===== src/rtl/keypad_pkg.sv =====
// Shared types and helpers for the 4x4 keypad scanner.
// Key codes are row*4+col; column drive and row sense are both active-low.
package keypad_pkg;

    typedef enum logic [1:0] {
        ST_SCAN     = 2'd0,
        ST_DEBOUNCE = 2'd1,
        ST_HELD     = 2'd2
    } scan_state_t;

    localparam int KEY_W = 5;

    function automatic logic [3:0] key_index(input logic [1:0] row, input logic [1:0] col);
        return {row, col};
    endfunction

    // Lowest-index row reading low; only meaningful when at least one row is low.
    function automatic logic [1:0] lowest_low(input logic [3:0] rows);
        logic [1:0] idx;
        idx = 2'd3;
        if (!rows[2]) idx = 2'd2;
        if (!rows[1]) idx = 2'd1;
        if (!rows[0]) idx = 2'd0;
        return idx;
    endfunction

    function automatic logic [3:0] col_drive(input logic [1:0] col);
        return ~(4'b0001 << col);
    endfunction

endpackage


===== src/rtl/keypad_tick_gen.sv =====
// Column dwell counter: pulses tick on the last cycle of each dwell, then reloads.
// clear restarts the dwell whenever the driven column changes.
module keypad_tick_gen #(
    parameter int SCAN_DIV = 27000
) (
    input  logic clk,
    input  logic rst,
    input  logic clear,
    output logic tick
);

    localparam int CNT_W = (SCAN_DIV > 1) ? $clog2(SCAN_DIV) : 1;
    localparam logic [CNT_W-1:0] LAST = CNT_W'(SCAN_DIV - 1);

    logic [CNT_W-1:0] cnt;

    assign tick = (cnt == LAST);

    always_ff @(posedge clk) begin
        if (rst || clear || tick) begin
            cnt <= '0;
        end else begin
            cnt <= cnt + CNT_W'(1);
        end
    end

endmodule


===== src/rtl/keypad_scanner.sv =====
// 4x4 keypad scanner: synchronises rows, rotates the column drive, debounces one
// key at a time and emits a single keypad_pressed strobe per accepted press.
module keypad_scanner
    import keypad_pkg::*;
#(
    parameter int SCAN_DIV       = 27000,
    parameter int DEBOUNCE_SCANS = 10
) (
    input  logic             clk_i,
    input  logic             rst_i,
    input  logic [3:0]       row_i,
    output logic [3:0]       col_o,
    output logic [KEY_W-1:0] key,
    output logic             keypad_pressed
);

    localparam logic [7:0] DS = 8'(DEBOUNCE_SCANS);

    logic [3:0]  row_meta;
    logic [3:0]  row_sync;
    scan_state_t state;
    logic [1:0]  col;
    logic [1:0]  row;
    logic [7:0]  cnt;
    logic [7:0]  rcnt;
    logic        tick;
    logic        any_low;
    logic        tracked_low;
    logic [1:0]  first_low;
    logic        col_advance;

    always_ff @(posedge clk_i) begin
        if (rst_i) begin
            row_meta <= 4'b1111;
            row_sync <= 4'b1111;
        end else begin
            row_meta <= row_i;
            row_sync <= row_meta;
        end
    end

    keypad_tick_gen #(
        .SCAN_DIV(SCAN_DIV)
    ) u_tick_gen (
        .clk  (clk_i),
        .rst  (rst_i),
        .clear(col_advance),
        .tick (tick)
    );

    assign any_low     = ~&row_sync;
    assign first_low   = lowest_low(row_sync);
    assign tracked_low = ~row_sync[row];

    // The column only moves on a tick, so col_o never changes mid-dwell.
    always_comb begin
        col_advance = 1'b0;
        if (tick) begin
            case (state)
                ST_SCAN:     col_advance = !any_low;
                ST_DEBOUNCE: col_advance = !tracked_low;
                ST_HELD:     col_advance = !tracked_low && ((rcnt + 8'd1) == DS);
                default:     col_advance = 1'b0;
            endcase
        end
    end

    always_ff @(posedge clk_i) begin
        if (rst_i) begin
            state          <= ST_SCAN;
            col            <= 2'd0;
            row            <= 2'd0;
            cnt            <= 8'd0;
            rcnt           <= 8'd0;
            key            <= '0;
            keypad_pressed <= 1'b0;
            col_o          <= 4'b1110;
        end else begin
            keypad_pressed <= 1'b0;
            if (col_advance) begin
                col   <= col + 2'd1;
                col_o <= col_drive(col + 2'd1);
            end
            if (tick) begin
                case (state)
                    ST_SCAN: begin
                        if (any_low) begin
                            row <= first_low;
                            // A single-sample debounce accepts on the capturing tick.
                            if (DS == 8'd1) begin
                                key            <= {1'b1, key_index(first_low, col)};
                                keypad_pressed <= 1'b1;
                                rcnt           <= 8'd0;
                                state          <= ST_HELD;
                            end else begin
                                cnt   <= 8'd1;
                                state <= ST_DEBOUNCE;
                            end
                        end
                    end
                    ST_DEBOUNCE: begin
                        if (tracked_low) begin
                            if ((cnt + 8'd1) == DS) begin
                                key            <= {1'b1, key_index(row, col)};
                                keypad_pressed <= 1'b1;
                                cnt            <= 8'd0;
                                rcnt           <= 8'd0;
                                state          <= ST_HELD;
                            end else begin
                                cnt <= cnt + 8'd1;
                            end
                        end else begin
                            cnt   <= 8'd0;
                            state <= ST_SCAN;
                        end
                    end
                    ST_HELD: begin
                        if (!tracked_low) begin
                            if ((rcnt + 8'd1) == DS) begin
                                key[KEY_W-1] <= 1'b0;
                                rcnt         <= 8'd0;
                                state        <= ST_SCAN;
                            end else begin
                                rcnt <= rcnt + 8'd1;
                            end
                        end else begin
                            rcnt <= 8'd0;
                        end
                    end
                    default: state <= ST_SCAN;
                endcase
            end
        end
    end

endmodule


===== config.mk =====
export PLATFORM = sky130hd
export DESIGN_NAME = keypad_scanner
export DESIGN_NICKNAME = d
export VERILOG_FILES = /design/src/rtl/keypad_pkg.sv /design/src/rtl/keypad_tick_gen.sv /design/src/rtl/keypad_scanner.sv
export SDC_FILE = /design/constraint.sdc
export NUM_CORES = 1
export LEC_CHECK = 0
export BUFFER_PORTS_ARGS = -buffer_cell sky130_fd_sc_hd__buf_2
export CAP_MARGIN = 5
export CORE_ASPECT_RATIO = 0.9
export CORE_MARGIN = 3
export CORE_UTILIZATION = 40
export DETAILED_ROUTE_END_ITERATION = 16
export GPL_ROUTABILITY_DRIVEN = 0
export SETUP_SLACK_MARGIN = 0.5
export SLEW_MARGIN = 20
export SYNTH_ARGS = -nofsm -noshare
export SYNTH_HDL_FRONTEND = slang
export SYNTH_SLANG_ARGS = --single-unit
export TNS_END_PERCENT = 100

===== constraint.sdc =====
create_clock -name clk_i -period 3.45 [get_ports clk_i]
set_input_delay 0.5175 -clock clk_i [delete_from_list [all_inputs] [get_ports clk_i]]
set_output_delay 0.5175 -clock clk_i [all_outputs]
set_load 0.01 [all_outputs]

==> impl_metrics.env <==
export IMPL_run_status="finished, final reports clean"
export IMPL_die_x_um=95.91
export IMPL_clock_network_latency_to_the_later_pin_of_the_worst_skew_pair_ps=310
export IMPL_p_total_mw=1.075
export IMPL_syn_nets=356
export IMPL_synth_top_cells_by_area="sky130_fd_sc_hd__dfxtp_1 38%, sky130_fd_sc_hd__nor2_1 4.1%, sky130_fd_sc_hd__ha_1 3.9%"
export IMPL_vias=2436
export IMPL_netlist_area_leader_share_pct=37.83
export IMPL_i_o_buffers=15
export IMPL_finalHoldViolCount=0
export IMPL_peakVddDrop_uv=225.0
export IMPL_critical_path_peak_fanout=21
export IMPL_r2r_setup_slack_ps=800
export IMPL_routed_wire_length_per_instance_um=13.81
export IMPL_synth_enable_flop_cells=0
export IMPL_worstMarginPinSlew_ps=701.2
export IMPL_xor_xnor_share_of_the_synthesized_area_pct=3.611
export IMPL_fin_worst_skew_ps=7.796
export IMPL_design_final_nets=364
export IMPL_cpLargestDelayFamily="simple AND/OR/NAND/NOR gates"
export IMPL_yosys_area_share_adder_pct=3.869
export IMPL_timing_critical_path_arrival_ps=2860
export IMPL_power_per_cell_area_nw_per_um2=342.1
export IMPL_row_count=28
export IMPL_critical_path_reg2reg_startpoint="u_tick_gen.cnt[0]$_SDFF_PP0_"
export IMPL_timing_critical_path_required_ps=3660
export IMPL_worstReg2RegEnd="col_o[0]$_SDFFE_PP0P_"
export IMPL_antenna_cells=0
export IMPL_whs_endpoint="row_meta[1]$_SDFF_PP1_"
export IMPL_timing_setup_tns_ps=0
export IMPL_slew_violations=0
export IMPL_max_stage_delay_ps=690
export IMPL_crit_path_start="u_tick_gen.cnt[0]$_SDFF_PP0_"
export IMPL_tritoncts_clock_tree="built"
export IMPL_grt_pass1_wl_um=10450
export IMPL_synth_area_per_cell_um2=8.535
export IMPL_share_of_async_settable_or_async_resettable_flops_after_synthesis_pct=0
export IMPL_clkSinkCount=55
export IMPL_leakage_nw=1.009
export IMPL_postCtsSetupBuffers=0
export IMPL_drt_vias_per_instance=5.536
export IMPL_synth_top_flop_cell="sky130_fd_sc_hd__dfxtp_1"
export IMPL_timing_critical_path_slowest_stage_cell="sky130_fd_sc_hd__or4_4"
export IMPL_floorplan_core_area_um2=6797
export IMPL_gr_total_overflow=0
export IMPL_cts_buffers_inserted=5
export IMPL_cts_repair_resized=0
export IMPL_largest_net_degree_at_the_start_of_global_routing=38
export IMPL_cts_root_to_sink_buffers=2
export IMPL_die_height_um=86.92
export IMPL_drc=0
export IMPL_number_of_synthesized_register_bits=55
export IMPL_area_of_the_die_um2=8337
export IMPL_endpoint_kind="register"
export IMPL_ratio_of_cells_with_drive_above_1_in_the_final_layout_pct=14.00
export IMPL_synth_compound_area_share_pct=17.11
export IMPL_worst_slack_ps=795.8
export IMPL_dr_first_iter_drc_count=179
export IMPL_ys_warnings_count=0
export IMPL_max_clock_freq_mhz=376.8
export IMPL_worst_setup_hold_path_clk_slew_ps=110
export IMPL_holdBufCountCts=0
export IMPL_route_antenna_remaining_nets=0
export IMPL_timing_hold_worst_class="in2reg"
export IMPL_initial_core_util_pct=42.82
export IMPL_dominant_combinational_cell_family_by_area_after_synthesis="simple AND/OR/NAND/NOR gates"
export IMPL_fillers=678
export IMPL_ys_seq_area_share_pct=37.83
export IMPL_slew_headroom_pct=53.25
export IMPL_fin_area_um2=3142
export IMPL_first_global_vias=2185
export IMPL_place_hpwl_um=4265
export IMPL_total_length_of_routed_wires_um=6078
export IMPL_yosysMostFrequentCell="sky130_fd_sc_hd__dfxtp_1"
export IMPL_grt_use_total_pct=15.47
export IMPL_h_tree_depth=2
export IMPL_setup_viols_final=0
export IMPL_post_synth_most_frequent_cells="55 x sky130_fd_sc_hd__dfxtp_1, 32 x sky130_fd_sc_hd__nor2_1, 22 x sky130_fd_sc_hd__nand2_1, 17 x sky130_fd_sc_hd__a21oi_1, 15 x sky130_fd_sc_hd__inv_1"
export IMPL_placement_cell_area_um2=3047
export IMPL_cap_viol_max_count=0
export IMPL_syn_instance_count=341
export IMPL_fin_crit_ps=2654
export IMPL_rsz0062_at_grt="no"
export IMPL_crit_path_cell_trace="ha_1 > nand4bb_1 > or4_4 > or2_4 > o32ai_4 > mux2_4"
export IMPL_startpoint_type="register"
export IMPL_syn_area_um2=2910
export IMPL_holdPathStages=2
export IMPL_antenna_found_initial=0
export IMPL_yosysUniqueCellTypes=56
export IMPL_cp_num_buf_inv=0
export IMPL_worstRegToRegCells=6
export IMPL_synth_simple_gate_area_share_pct=28.55
export IMPL_yosys_area_top_type="sky130_fd_sc_hd__dfxtp_1"
export IMPL_holdCritStartpoint="row_i[1]"
export IMPL_category_of_the_critical_setup_timing_path="reg2reg"
export IMPL_area_delta_synth_final_pct=7.953
export IMPL_design_portCount=16
export IMPL_final_period_utilization_pct=76.93
export IMPL_synthMuxAreaShare_pct=4.557
export IMPL_post_place_ws_ps=792.0
export IMPL_clock_tree_root_cell="sky130_fd_sc_hd__clkbuf_8"
export IMPL_detailedRoute_firstPassIterationCount=4
cell type report:
class	instances	area (um^2)	share of cell area, %
sequential	55	1101	35.05
timing repair buffer	18	97.59	3.106
inverter	15	56.30	1.792
multi-input combinational	254	1679	53.44
tap	90	112.6	3.584
clock inverter	3	26.28	0.8363
clock buffer	5	68.82	2.190
sequential cells by signal (all words and copies together) (netlist names):
| name | flops |
|---|---|
| row_sync | 4 |
| rcnt | 8 |
| state | 2 |
| cnt | 8 |
| key | 5 |
| col | 2 |
| row | 2 |
| row_meta | 4 |
| u_tick_gen.cnt | 15 |
| col_o | 4 |
| keypad_pressed | 1 |
power by group:
group	leakage [nW]	switching [mW]	internal [mW]
clock network	0.0491	0.223	0.150
registers	0.446	0.00877	0.644
logic	0.515	0.0311	0.0179
total	1.01	0.263	0.812
per-stage QoR:
step                      hold WS [ps]  std cells  util [%]
after floorplan                  389.5        341         -
after global placement           392.4        432     44.83
after detailed placement         393.3        432     44.83
after CTS                        367.7        440     46.23
after global routing             362.6        440     46.23
final                            378.8        440     46.23
cells by family after synthesis:
logic type	after synthesis
flops	55
simple gates	149
compound gates	73
fa+ha+maj	9
buf+inv	32
xor+xnor	12
mux	11
how the worst max path moves through the flow:
stage,slack (ps),cells after the start,end
6_report,800,6,col_o[0]$_SDFFE_PP0P_
2_1_floorplan,1120,6,col[0]$_SDFFE_PP0P_
5_1_grt,620,6,col_o[0]$_SDFFE_PP0P_
3_5_place_dp,790,6,col[0]$_SDFFE_PP0P_
3_3_place_gp,820,6,col[0]$_SDFFE_PP0P_
4_1_cts,780,6,col_o[0]$_SDFFE_PP0P_
per-layer routing:
layer	vias up	GRT usage (%)	share of wire, %
met5	-	0	0
met4	0	4.393	0.99
met3	7	3.544	3.7
met2	41	22.92	42
met1	1136	22.43	53
li1	1252	-	-
layout by cell type, fill, tap and decap left out, types with 2 or more instances in the layout:
cell,synthesis,final
sky130_fd_sc_hd__xor2_1,4,4
sky130_fd_sc_hd__nand4_1,11,11
sky130_fd_sc_hd__nand4bb_1,2,2
sky130_fd_sc_hd__nor2_1,32,32
sky130_fd_sc_hd__or2_2,10,10
sky130_fd_sc_hd__o21ai_0,14,14
sky130_fd_sc_hd__a31oi_1,4,4
sky130_fd_sc_hd__or2_4,2,2
sky130_fd_sc_hd__nor2b_1,5,5
sky130_fd_sc_hd__nand3_1,12,12
sky130_fd_sc_hd__dfxtp_1,55,55
sky130_fd_sc_hd__ha_1,9,9
sky130_fd_sc_hd__and3_1,6,6
sky130_fd_sc_hd__mux2i_1,8,8
sky130_fd_sc_hd__or3_1,8,8
sky130_fd_sc_hd__nand4b_1,4,4
sky130_fd_sc_hd__clkbuf_8,0,5
sky130_fd_sc_hd__nor3_1,8,8
sky130_fd_sc_hd__inv_1,15,15
sky130_fd_sc_hd__nand2_1,22,22
sky130_fd_sc_hd__a21oi_1,17,17
sky130_fd_sc_hd__nor4_1,11,11
sky130_fd_sc_hd__o22ai_1,2,2
sky130_fd_sc_hd__a211o_1,3,3
sky130_fd_sc_hd__o21ai_1,8,8
sky130_fd_sc_hd__nand2b_1,3,3
sky130_fd_sc_hd__buf_2,2,15
sky130_fd_sc_hd__xnor2_1,8,8
sky130_fd_sc_hd__buf_4,0,3
sky130_fd_sc_hd__and4_1,2,2
sky130_fd_sc_hd__nand3b_1,4,4
sky130_fd_sc_hd__inv_6,0,2
sky130_fd_sc_hd__o211ai_1,9,9
sky130_fd_sc_hd__a211oi_1,3,3
sky130_fd_sc_hd__mux2_4,2,2
worst reg2reg max path: cells and delay by family, from the launching register on:
family,cells,cell delay [ps]
AND/OR/NAND/NOR,3,1160
AO/OA/AOI/OAI,1,420
adder cells (fa/ha/maj),1,240
flip-flops,1,380
multiplexers,1,340
(Power assumes the default switching activity.)
